===== src/rtl/multibyte_add_sequencer_pkg.sv =====
// Shared constants, state encoding and sizing helper for the byte-serial adder sequencer.
package multibyte_add_sequencer_pkg;

  localparam int BYTE_W = 8;

  typedef enum logic [1:0] {
    ST_IDLE = 2'd0,
    ST_ADD  = 2'd1,
    ST_DONE = 2'd2
  } state_t;

  // Byte index counter width; a single-byte operand still needs one bit.
  function automatic int idx_width(input int n);
    return (n > 1) ? $clog2(n) : 1;
  endfunction

endpackage


===== src/rtl/multibyte_add_sequencer_if.sv =====
// Requester-side start/done handshake plus operand and result buses.
interface multibyte_add_sequencer_if #(parameter int NBYTES = 4);

  logic                  start;
  logic [8*NBYTES-1:0]   a;
  logic [8*NBYTES-1:0]   b;
  logic                  cin;
  logic                  busy;
  logic                  done;
  logic [8*NBYTES-1:0]   sum;
  logic                  cout;

  modport master (output start, a, b, cin, input busy, done, sum, cout);
  modport slave  (input start, a, b, cin, output busy, done, sum, cout);

endinterface


===== src/rtl/multibyte_add_sequencer_adder.sv =====
// Existing 8-bit ripple datapath: one byte plus carry-in, combinational.
module eight_bit_adder (
  input  logic [7:0] A,
  input  logic [7:0] B,
  input  logic       Cin,
  output logic [7:0] Sum,
  output logic       Carry
);

  assign {Carry, Sum} = 9'(A) + 9'(B) + 9'(Cin);

endmodule


===== src/rtl/multibyte_add_sequencer.sv =====
// Adds two NBYTES-wide operands one byte per cycle, LSB first, through a single 8-bit adder.
// start is only sampled in IDLE; done pulses one cycle and sum/cout hold until the next accepted start.
module multibyte_add_sequencer
  import multibyte_add_sequencer_pkg::*;
#(
  parameter int NBYTES = 4
) (
  input  logic                    clk,
  input  logic                    rst,
  multibyte_add_sequencer_if.slave bus
);

  localparam int W     = BYTE_W * NBYTES;
  localparam int IDX_W = idx_width(NBYTES);
  localparam logic [IDX_W-1:0] LAST = IDX_W'(NBYTES - 1);

  state_t             state;
  state_t             state_nxt;
  logic [IDX_W-1:0]   idx;
  logic [W-1:0]       a_q;
  logic [W-1:0]       b_q;
  logic [W-1:0]       sum_q;
  logic               carry_q;
  logic               cout_q;

  logic [BYTE_W-1:0]  add_a;
  logic [BYTE_W-1:0]  add_b;
  logic [BYTE_W-1:0]  add_s;
  logic               add_c;

  assign add_a = a_q[BYTE_W*idx +: BYTE_W];
  assign add_b = b_q[BYTE_W*idx +: BYTE_W];

  eight_bit_adder u_adder (
    .A     (add_a),
    .B     (add_b),
    .Cin   (carry_q),
    .Sum   (add_s),
    .Carry (add_c)
  );

  always_ff @(posedge clk or posedge rst) begin
    if (rst) state <= ST_IDLE;
    else     state <= state_nxt;
  end

  always_comb begin
    state_nxt = ST_IDLE;
    case (state)
      ST_IDLE: state_nxt = bus.start ? ST_ADD : ST_IDLE;
      ST_ADD:  state_nxt = (idx == LAST) ? ST_DONE : ST_ADD;
      ST_DONE: state_nxt = ST_IDLE;
      default: state_nxt = ST_IDLE;
    endcase
  end

  always_ff @(posedge clk or posedge rst) begin
    if (rst) begin
      idx     <= '0;
      a_q     <= '0;
      b_q     <= '0;
      sum_q   <= '0;
      carry_q <= 1'b0;
      cout_q  <= 1'b0;
    end else begin
      case (state)
        ST_IDLE: begin
          if (bus.start) begin
            a_q     <= bus.a;
            b_q     <= bus.b;
            carry_q <= bus.cin;
            sum_q   <= '0;
            cout_q  <= 1'b0;
            idx     <= '0;
          end
        end
        ST_ADD: begin
          sum_q[BYTE_W*idx +: BYTE_W] <= add_s;
          carry_q                     <= add_c;
          // idx parks on the last byte rather than wrapping.
          if (idx == LAST) cout_q <= add_c;
          else             idx    <= idx + IDX_W'(1);
        end
        default: ;
      endcase
    end
  end

  assign bus.busy = (state == ST_ADD) || (state == ST_DONE);
  assign bus.done = (state == ST_DONE);
  assign bus.sum  = sum_q;
  assign bus.cout = cout_q;

endmodule


===== src/flat_wrapper.sv =====
// flat-port wrapper written by rule: the top's interface ports become plain ports
module multibyte_add_sequencer_flat import multibyte_add_sequencer_pkg::*;
#(
  parameter int NBYTES = 4
)
  (clk, rst, bus_start, bus_a, bus_b, bus_cin, bus_busy, bus_done, bus_sum, bus_cout);
  multibyte_add_sequencer_if #(.NBYTES(NBYTES)) bus_i ();
  input  logic clk;
  input  logic rst;
  input wire logic [$bits(bus_i.start)-1:0] bus_start;
  input wire logic [$bits(bus_i.a)-1:0] bus_a;
  input wire logic [$bits(bus_i.b)-1:0] bus_b;
  input wire logic [$bits(bus_i.cin)-1:0] bus_cin;
  output wire logic [$bits(bus_i.busy)-1:0] bus_busy;
  output wire logic [$bits(bus_i.done)-1:0] bus_done;
  output wire logic [$bits(bus_i.sum)-1:0] bus_sum;
  output wire logic [$bits(bus_i.cout)-1:0] bus_cout;
  assign bus_i.start = bus_start;
  assign bus_i.a = bus_a;
  assign bus_i.b = bus_b;
  assign bus_i.cin = bus_cin;
  assign bus_busy = bus_i.busy;
  assign bus_done = bus_i.done;
  assign bus_sum = bus_i.sum;
  assign bus_cout = bus_i.cout;
  multibyte_add_sequencer #(.NBYTES(NBYTES)) u_core (.clk(clk), .rst(rst), .bus(bus_i));
endmodule

===== config.mk =====
export PLATFORM = sky130hd
export DESIGN_NAME = multibyte_add_sequencer_flat
export DESIGN_NICKNAME = d
export VERILOG_FILES = /design/src/rtl/multibyte_add_sequencer_pkg.sv /design/src/rtl/multibyte_add_sequencer_if.sv /design/src/rtl/multibyte_add_sequencer_adder.sv /design/src/rtl/multibyte_add_sequencer.sv /design/src/flat_wrapper.sv
export SDC_FILE = /design/constraint.sdc
export NUM_CORES = 1
export LEC_CHECK = 0
export CORE_UTILIZATION = 54
export DETAILED_ROUTE_END_ITERATION = 16
export PLACE_DENSITY = 0.85
export SETUP_SLACK_MARGIN = 0.15
export SLEW_MARGIN = 20
export SYNTH_ARGS = -nofsm -noshare
export SYNTH_HDL_FRONTEND = slang
export SYNTH_SLANG_ARGS = --single-unit

===== constraint.sdc =====
create_clock -name clk -period 8.82 [get_ports clk]
set_input_delay 1.323 -clock clk [delete_from_list [all_inputs] [get_ports clk]]
set_output_delay 1.323 -clock clk [all_outputs]
set_load 0.03 [all_outputs]

==> metrics.txt <==
min Tclk post-route 3140 ps; CTS sink cnt 102; initial core utilization 0.558; Comb power frac 0.557; Layout Skew between 10 and 15 ps; highest clock rate roughly 320 MHz; initial antenna violation count 0; critical path capture point type flop; P&R area growth vs syn 28.9%; setup_tns 0 ps; global-route wire length before repair around 16000 µm; PostCTS Resize Cnt 0; Tightest Pin Transition about 870 ps; max-slew violations 0; most frequent cells after synthesis dfrtp_1 (102), mux2_2 (64), nand2_1 (22); register bit total from synthesis about 100; CORE AREA ~8300 µm²; Worst EP required about 9100 ps; final setup margin around 5700 ps; RSZ-0062 raised after global routing no; leakage approximately 2.5 nW; HPWL after detailed placement approximately 7100 µm; wire per inst between 15 and 20 µm; Setup WS pre-CTS 5700 ps; maximum VDD drop between 0.2 and 0.25 mV; most frequent CP cell fa_1; die width between 90 and 100 µm; Final #Nets approximately 510; Max Cap Viol 0; Mapped Cells 323; Via-to-Cell Ratio 5.82; root buf cell clkbuf_8; sequential fraction of the synthesis area 0.554; # DRC 0; Final setup viols 0; R2R setup slack roughly 5700 ps; vias in the first global route 3212; Die Y 94.4 µm; area of the multi-input gates about 2000 µm²; synth warn 0; share of cells above drive strength 1 0.241; Cell Int Power 1.46 mW; Switch Pwr slightly above 1 mW; Worst Setup SP u_core.idx[1]$_DFFE_PP0P_; Synth area leaders dfrtp_1 (55%), mux2_2 (16%), mux4_2 (7.8%); largest net degree at the start of global routing 66; Max Buffers Root-to-Sink 2; Post-DRT Antenna Nets 0; Worst Path Arrival between 3000 and 4000 ps; outcome finished clean; Worst path max stage delay just over 900 ps; type of the worst setup path reg -> reg; startpoint types flop; CP max stage cell dfrtp_1; area leader, netlist dfrtp_1; top-area cell type share of the netlist area 0.554; syn_nets roughly 410; total gr overflow 0; port buffer count between 100 and 150; Netlist cell types 40; Seq pwr share 0.316; Pwr Density between 400 and 500 nW/µm²; Final Cycle Share 0.356; DRT Wirelength approximately 9500 µm; number of synthesized flops with an enable pin 0; fraction of registers with async set/reset 1.00; Sw Ratio 0.416; I/O pin count 103; DR iter-0 viols roughly 140; class of the worst hold path reg -> reg; CTS Hold Buffers Added 0; All-Layer GR Usage 0.239; RR Endpoint u_core.bus.sum[22]$_DFFE_PP0P_; FF-to-FF path depth 9; Initial DRT Pass Iterations 4; synthesized area about 4600 µm²; synthesized area per cell between 10 and 15 µm²; fillcell total 548; cts bufs inserted 9; CTS tree done; latest clock arrival within the worst-skew pair around 360 ps; GPL Wtd Cong about 0.87; Post-CTS Setup Repair Bufs 0; Crit Reg-Reg Startpoint u_core.idx[1]$_DFFE_PP0P_; Slew HR 0.422; clock network power share 0.127; Fin. Hold Viols 0; CTS clk-pin slew, worst paths approximately 90 ps; worst-path fanout max 20; count leader, synth dfrtp_1; Cell Chain, Critical Path mux4_2 > fa_1 > inv_1 > fa_1 > nor2b_1 > o211ai_2 > nand2_1 > a221o_1 > o21ai_0; Synth Flop Type dfrtp_1; row count 33; H-tree levels 3; register area 2550 µm²; antenna diode count 0; worst setup path end u_core.bus.sum[22]$_DFFE_PP0P_; die area a little under 9000 µm²; Design Power 2.50 mW; vias 3126
cells in the final DEF, fill, tap and decap left out, types with 3 or more instances in the layout:
| master | n |
|---|---|
| a21oi_1 | 3 |
| a22o_1 | 20 |
| buf_4 | 3 |
| clkbuf_8 | 9 |
| clkdlybuf4s50_1 | 102 |
| dfrtp_1 | 102 |
| ha_1 | 14 |
| inv_1 | 8 |
| mux2_2 | 64 |
| mux4_2 | 16 |
| nand2_1 | 21 |
| nor2_1 | 5 |
| o21a_1 | 3 |
| o21ai_0 | 13 |
| o21ai_1 | 4 |
| o22ai_1 | 3 |
| xnor2_1 | 3 |
worst min path at each step:
| stage | startpoint | to | slack (ps) | cells after the start |
|---|---|---|---|---|
| 6_report | u_core.bus.sum[18]$_DFFE_PP0P_ | u_core.bus.sum[18]$_DFFE_PP0P_ | 490 | 2 |
| 4_1_cts | u_core.bus.sum[18]$_DFFE_PP0P_ | u_core.bus.sum[18]$_DFFE_PP0P_ | 500 | 2 |
| 3_3_place_gp | u_core.bus.sum[10]$_DFFE_PP0P_ | u_core.bus.sum[10]$_DFFE_PP0P_ | 460 | 2 |
| 2_1_floorplan | u_core.a_q[16]$_DFFE_PP0P_ | u_core.a_q[16]$_DFFE_PP0P_ | 470 | 1 |
| 3_5_place_dp | u_core.bus.sum[18]$_DFFE_PP0P_ | u_core.bus.sum[18]$_DFFE_PP0P_ | 480 | 2 |
| 5_1_grt | u_core.bus.sum[17]$_DFFE_PP0P_ | u_core.bus.sum[17]$_DFFE_PP0P_ | 530 | 2 |
power groups by stage:
stage	combinational, mW	clock, mW	sequential (mW)
2_1_floorplan	0.970	0	0.814
3_3_place_gp	1.34	0	0.784
3_5_place_dp	1.38	0	0.800
4_1_cts	1.39	0.319	0.791
5_1_grt	1.52	0.341	0.812
6_report	1.39	0.316	0.790
flip-flops by register name, indices dropped and copies added (netlist names):
register	count
u_core.bus.cout	1
u_core.idx	2
u_core.state	2
u_core.b_q	32
u_core.bus.sum	32
u_core.a_q	32
u_core.carry_q	1
logic make-up after synthesis:
group	synth area share
flops	0.554
mux	0.235
compound gates	0.0926
simple gates	0.0424
buf+inv	0.0206
fa+ha+maj	0.0467
xor+xnor	0.00950
critical path: cells and delay by family (launching register included):
| family | cells | cell delay [ps] |
|---|---|---|
| flip-flops | 1 | 920 |
| buffers and inverters | 1 | 90 |
| multiplexers | 1 | 430 |
| adder cells (fa/ha/maj) | 2 | 640 |
| AO/OA/AOI/OAI | 3 | 800 |
| AND/OR/NAND/NOR | 2 | 170 |
area by class of cell:
cell class,count,area share
Timing Repair Buffer,105,0.176
Clock buffer,11,0.0221
Sequential cell,102,0.429
Inverter,9,0.00611
Tap cell,105,0.0221
Clock inverter,5,0.0141
Multi-Input combinational cell,200,0.331
per-stage QoR:
stage / hold WS (ps) / cells / util / area [µm²]
final: 493 / 537 / 0.720 / 5940
after global routing: 527 / 537 / 0.720 / 5940
after CTS: 500 / 537 / 0.720 / 5940
after detailed placement: 478 / 521 / 0.694 / 5730
after global placement: 463 / 521 / 0.694 / 5730
after floorplan: 474 / 323 / - / 4610
per-layer routing:
layer | wire, µm | track usage
met1 | 3870 | 0.309
met2 | 4750 | 0.391
met3 | 603 | 0.0556
met4 | 298 | 0.100
met5 | 0 | 0
Power figures use the tool's default switching activity.
